## config.mk

```make
export PLATFORM = sky130hd
export DESIGN_NAME = interval_timer
export DESIGN_NICKNAME = d
export VERILOG_FILES = /design/src/rtl/timer_pkg.sv /design/src/rtl/tick_gen.sv /design/src/rtl/interval_timer.sv
export SDC_FILE = /design/constraint.sdc
export NUM_CORES = 1
export LEC_CHECK = 0
export BUFFER_PORTS_ARGS = -buffer_cell sky130_fd_sc_hd__buf_2
export CAP_MARGIN = 20
export CORE_MARGIN = 2
export CORE_UTILIZATION = 58
export CTS_BUF_LIST = sky130_fd_sc_hd__clkbuf_8 sky130_fd_sc_hd__clkbuf_16
export DETAILED_ROUTE_END_ITERATION = 6
export HOLD_SLACK_MARGIN = 0.08
export PLACE_DENSITY_LB_ADDON = 0.25
export SLEW_MARGIN = 15
export SYNTH_ARGS = -nofsm -noshare
export SYNTH_HDL_FRONTEND = slang
export SYNTH_SLANG_ARGS = --single-unit
```

## constraint.sdc

```tcl
create_clock -name clk -period 2.7 [get_ports clk]
set_clock_uncertainty 0.2 [all_clocks]
set_input_delay 0.54 -clock clk [delete_from_list [all_inputs] [get_ports clk]]
set_output_delay 0.54 -clock clk [all_outputs]
set_load 0.05 [all_outputs]
```

## src/rtl/timer_pkg.sv

```systemverilog
// Shared command codes and state encoding for the interval timer and the
// pedestrian button FSM that drives it.
package timer_pkg;

    localparam logic [3:0] SEL_NULL = 4'b0000;
    localparam logic [3:0] SEL_T1   = 4'b0001;
    localparam logic [3:0] SEL_T2   = 4'b0010;
    localparam logic [3:0] SEL_T3   = 4'b0100;
    localparam logic [3:0] SEL_T4   = 4'b1000;
    localparam logic [3:0] SEL_STOP = 4'b1111;

    localparam int NUM_TIMERS = 4;

    typedef enum logic [1:0] {
        IDLE = 2'd0,
        RUN  = 2'd1,
        DONE = 2'd2
    } timer_state_t;

    // Maps a one-hot select code to its interval index; valid is low for
    // anything that is not one of the four interval selects.
    typedef struct packed {
        logic       valid;
        logic [1:0] idx;
    } sel_decode_t;

    function automatic sel_decode_t decode_sel(input logic [3:0] sel);
        sel_decode_t d;
        d.valid = 1'b0;
        d.idx   = 2'd0;
        case (sel)
            SEL_T1: begin d.valid = 1'b1; d.idx = 2'd0; end
            SEL_T2: begin d.valid = 1'b1; d.idx = 2'd1; end
            SEL_T3: begin d.valid = 1'b1; d.idx = 2'd2; end
            SEL_T4: begin d.valid = 1'b1; d.idx = 2'd3; end
            default: begin d.valid = 1'b0; d.idx = 2'd0; end
        endcase
        return d;
    endfunction

endpackage

```

## src/rtl/tick_gen.sv

```systemverilog
// Prescaler producing a single-cycle tick every TICK_DIV enabled clocks.
module tick_gen #(
    parameter int TICK_DIV = 50_000_000
) (
    input  logic clk,
    input  logic reset,
    input  logic clr,
    input  logic en,
    output logic tick
);

    localparam int PW = (TICK_DIV > 1) ? $clog2(TICK_DIV) : 1;
    localparam logic [PW-1:0] LAST = PW'(TICK_DIV - 1);

    logic [PW-1:0] cnt_reg;

    always_ff @(posedge clk) begin
        if (!reset || clr) begin
            cnt_reg <= '0;
        end else if (en) begin
            if (cnt_reg == LAST) begin
                cnt_reg <= '0;
            end else begin
                cnt_reg <= cnt_reg + PW'(1);
            end
        end
    end

    // The wrap cycle itself is the tick, so the first tick lands TICK_DIV
    // cycles after a clear.
    assign tick = en && (cnt_reg == LAST);

endmodule

```

## src/rtl/interval_timer.sv

```systemverilog
// Four-interval down-counter timer: loads on a one-hot select strobe, aborts
// on STOP, and pulses the matching T bit for one cycle on expiry.
module interval_timer
    import timer_pkg::*;
#(
    parameter int TICK_DIV = 50_000_000,
    parameter int DUR1     = 5,
    parameter int DUR2     = 10,
    parameter int DUR3     = 3,
    parameter int DUR4     = 15,
    parameter int CNT_W    = 8
) (
    input  logic             clk,
    input  logic             reset,
    input  logic [3:0]       sel,
    input  logic             ld,
    output logic [3:0]       T,
    output logic             busy,
    output logic [CNT_W-1:0] remaining
);

    localparam int DURS [NUM_TIMERS] = '{DUR1, DUR2, DUR3, DUR4};

    logic [CNT_W-1:0] dur_tbl [NUM_TIMERS];

    genvar gi;
    generate
        for (gi = 0; gi < NUM_TIMERS; gi++) begin : g_dur
            assign dur_tbl[gi] = CNT_W'(DURS[gi]);
        end
    endgenerate

    timer_state_t     state_reg;
    logic [CNT_W-1:0] remaining_reg;
    logic [1:0]       idx_reg;
    logic [3:0]       t_reg;
    logic             busy_reg;

    sel_decode_t      dec;
    logic             stop_cmd;
    logic             load_cmd;
    logic             tick;

    always_comb begin
        dec      = decode_sel(sel);
        stop_cmd = (sel == SEL_STOP);
        load_cmd = ld && dec.valid;
    end

    tick_gen #(
        .TICK_DIV (TICK_DIV)
    ) u_tick_gen (
        .clk   (clk),
        .reset (reset),
        .clr   (stop_cmd || load_cmd),
        .en    (state_reg == RUN),
        .tick  (tick)
    );

    always_ff @(posedge clk) begin
        if (!reset) begin
            state_reg     <= IDLE;
            remaining_reg <= '0;
            idx_reg       <= 2'd0;
            t_reg         <= 4'b0000;
            busy_reg      <= 1'b0;
        end else begin
            t_reg <= 4'b0000;
            if (stop_cmd) begin
                // STOP wins even over an expiry landing on this very edge.
                state_reg     <= IDLE;
                remaining_reg <= '0;
                busy_reg      <= 1'b0;
            end else if (load_cmd) begin
                state_reg     <= RUN;
                remaining_reg <= dur_tbl[dec.idx];
                idx_reg       <= dec.idx;
                busy_reg      <= 1'b1;
            end else begin
                case (state_reg)
                    RUN: begin
                        if (remaining_reg == '0) begin
                            // Zero-length interval expires on the next edge.
                            state_reg <= DONE;
                            t_reg     <= 4'b0001 << idx_reg;
                            busy_reg  <= 1'b0;
                        end else if (tick) begin
                            remaining_reg <= remaining_reg - CNT_W'(1);
                            if (remaining_reg == CNT_W'(1)) begin
                                state_reg <= DONE;
                                t_reg     <= 4'b0001 << idx_reg;
                                busy_reg  <= 1'b0;
                            end
                        end
                    end
                    DONE: begin
                        state_reg <= IDLE;
                        busy_reg  <= 1'b0;
                    end
                    default: begin
                        state_reg <= IDLE;
                        busy_reg  <= 1'b0;
                    end
                endcase
            end
        end
    end

    assign T         = t_reg;
    assign busy      = busy_reg;
    assign remaining = remaining_reg;

endmodule

```

==> run metrics <==
share of the synthesized area in the top cell type 0.399; Tcrit/Tclk final 0.924; Syn-to-layout area delta 12.7%; GR peak layer met2; met2 usage 0.387; top post-synthesis cells by count dfxtp_1 (42), nor2_1 (34), xnor2_1 (24); Max VDD drop 0.264 mV; CP Capture Type flip-flop; placer congestion estimate 0.787; ANT cells 0; RR Startpoint u_tick_gen.cnt_reg[0]; top-count cell post-synth dfxtp_1; via count 1,778; residual DRC count 0; Crit Path Max Fanout 7; first-pass iteration count of the detailed router 4; Layout fillers 305; Layout Utilization 0.696; final WL 4070 µm; worst slew pin tran 0.553 ns; sequential cell area 841 µm²; clk_lat worst skew 0.28 ns; global-route wire length before repair 6920 µm; hold path startpoint u_tick_gen.cnt_reg[1]; net count after synthesis 257; power share of the combinational group 0.090; Clock Tree Buf Depth 2; Post-CTS Setup Bufs 0; crit path time final 2.50 ns; Final Hold Fails 0; Worst R2R Setup Slack 0.20 ns; IO Port Bufs 19; WL/cell 12.8 µm; Multi-input gate area 1200 µm²; dpl hpwl 2930 µm; share of cells above drive strength 1 0.144; RSZ-0062 raised after global routing false; Slew HR 0.628; total congestion overflow 0; critical path type reg2reg; Final Setup Violations 0; Slew Viols, Final 0; max reg flops 26; Synth async-reset ratio 0; Nets 283; crit path launch u_tick_gen.cnt_reg[0]; antenna violations before repair 0; largest net degree at the start of global routing 26; status complete, no violations; Psw 0.264 mW; Worst-path clk slew 0.08 ns; Initial Utilization 0.617; I/O pins 20; Seq pwr share 0.558; Die H 64.3 µm; synthesized cell area 2110 µm²; startpoint type of the worst setup path flip-flop; Top FF cell, synth dfxtp_1; required time worst endpoint 2.71 ns; Via-to-Cell Ratio 5.61; PostCTS Resize Cnt 0; crit path DAT 2.51 ns; die area 4130 µm²; end point of the worst hold path u_tick_gen.cnt_reg[1]; Syn. warnings 0; pwr/cell area 474 nW/µm²; R2R Path End remaining[7]; critical path's slowest cell or4_1; Netlist cell types 42; Buf+Inv Stages, Crit Path 0; max incr delay on CP 0.59 ns; Seq/Total Area, Yosys 0.399; # clock sinks 42; max_cap viols 0; Yosys top cell by area dfxtp_1; vias in the first global route 1,636; sw frac 0.234; cts hold-fix bufs 0; H-tree levels 2; met1 usage 0.238; GRT Total Usage 0.210; syn_area_per_cell 8.64 µm²; Post-synth EDFFs 0; number of synthesized register bits 42; Setup TNS 0 ns; P_int 0.863 mW; Core Area 3420 µm²; top post-synthesis cells by area dfxtp_1 (40%), xnor2_1 (10%), nor2_1 (6.1%), nor4_1 (4.2%), ha_1 (3.6%); initial drt markers 94; Die X-Extent 64.3 µm; clock share of power 0.352; Final ANT Viol Nets 0; Cells after Synth 244; site row count 21; Leakage 0.863 nW; worst hold stages 2; routing usage on met3 0.0528; TritonCTS clock tree built; worst path cell trace ha_1, nor4b_1, nand4_1, or4_1, or3_1, a21oi_1; Worst Hold Class reg2reg; fmax 401 MHz; clock root buffer clkbuf_8; CTS Buf Count 5; CP delay by family, top simple AND/OR/NAND/NOR gates; reg2reg path depth 6
layer usage:
| layer | vias up | routed length (µm) |
|---|---|---|
| li1 | 917 | - |
| met1 | 825 | 1810 |
| met2 | 34 | 2090 |
| met3 | 2 | 148 |
| met4 | 0 | 22 |
| met5 | - | 0 |
stage by stage:
stage	hold WS [ns]	total power [mW]	instance area (µm²)	worst slack [ns]	instances
after global placement	0.266	0.742	2280	0.336	309
final	0.288	1.13	2380	0.205	317
after CTS	0.290	1.14	2380	0.271	317
after global routing	0.306	1.18	2380	0.00103	317
after floorplan	0.240	0.711	2110	0.243	244
after detailed placement	0.279	0.744	2280	0.296	309
worst max-delay path by stage:
stage / end / cells past startpoint
2_1_floorplan: remaining[7] / 5
3_3_place_gp: remaining[6] / 6
3_5_place_dp: remaining[6] / 6
4_1_cts: remaining[7] / 6
5_1_grt: remaining[7] / 6
6_report: remaining[7] / 6
worst reg2reg max path: cells and delay by family, from the launching register on:
kind	cells	cell delay (ns)
flops	1	0.37
compound gates	1	0.14
fa+ha+maj	1	0.21
simple gates	4	1.51
power by group through the flow:
stage                     Clock, mW  Sequential (mW)  Combinational, mW
after floorplan                   0            0.654             0.0573
after global placement            0            0.643             0.0992
after detailed placement          0            0.643              0.101
after CTS                     0.405            0.628              0.102
after global routing          0.438            0.629              0.112
final                         0.397            0.629              0.101
kinds of logic (layout without fill, tap and decap cells):
kind of cell               Yosys count  in the layout  share of synthesized area
adders and majority gates            6              6                     0.0356
buffers and inverters               16             43                     0.0297
muxes                                5              5                     0.0237
xor gates and xnor gates            29             29                      0.120
AOI/OAI and AO/OA                   16             16                     0.0552
and+or+nand+nor                    130            130                      0.337
DFF                                 42             42                      0.399
final cells by class:
cell class,instances,share of cell area
clock buffer,6,0.0348
clock inverter,2,0.00369
timing repair buffer,26,0.0621
multi-input combinational,186,0.507
sequential,42,0.354
inverter,9,0.0142
tap,46,0.0242
cells in the final DEF, fill, tap and decap left out, types with 2 or more instances in the layout:
cell       n
a21oi_1    2
and3_1     8
and3b_1    3
and4_1     2
buf_2     19
buf_4      7
clkbuf_8   6
dfxtp_1   42
ha_1       6
inv_1     10
mux2i_1    5
nand2_1   16
nand3_1   11
nand4_1    6
nor2_1    34
nor2b_1    3
nor3_1    14
nor4_1    14
nor4b_1    2
o2111a_1   2
o21ai_0    3
o31ai_1    4
or2_2      2
or3_1      3
xnor2_1   24
xor2_1     5
No activity file was read; power rests on OpenSTA's default activity.
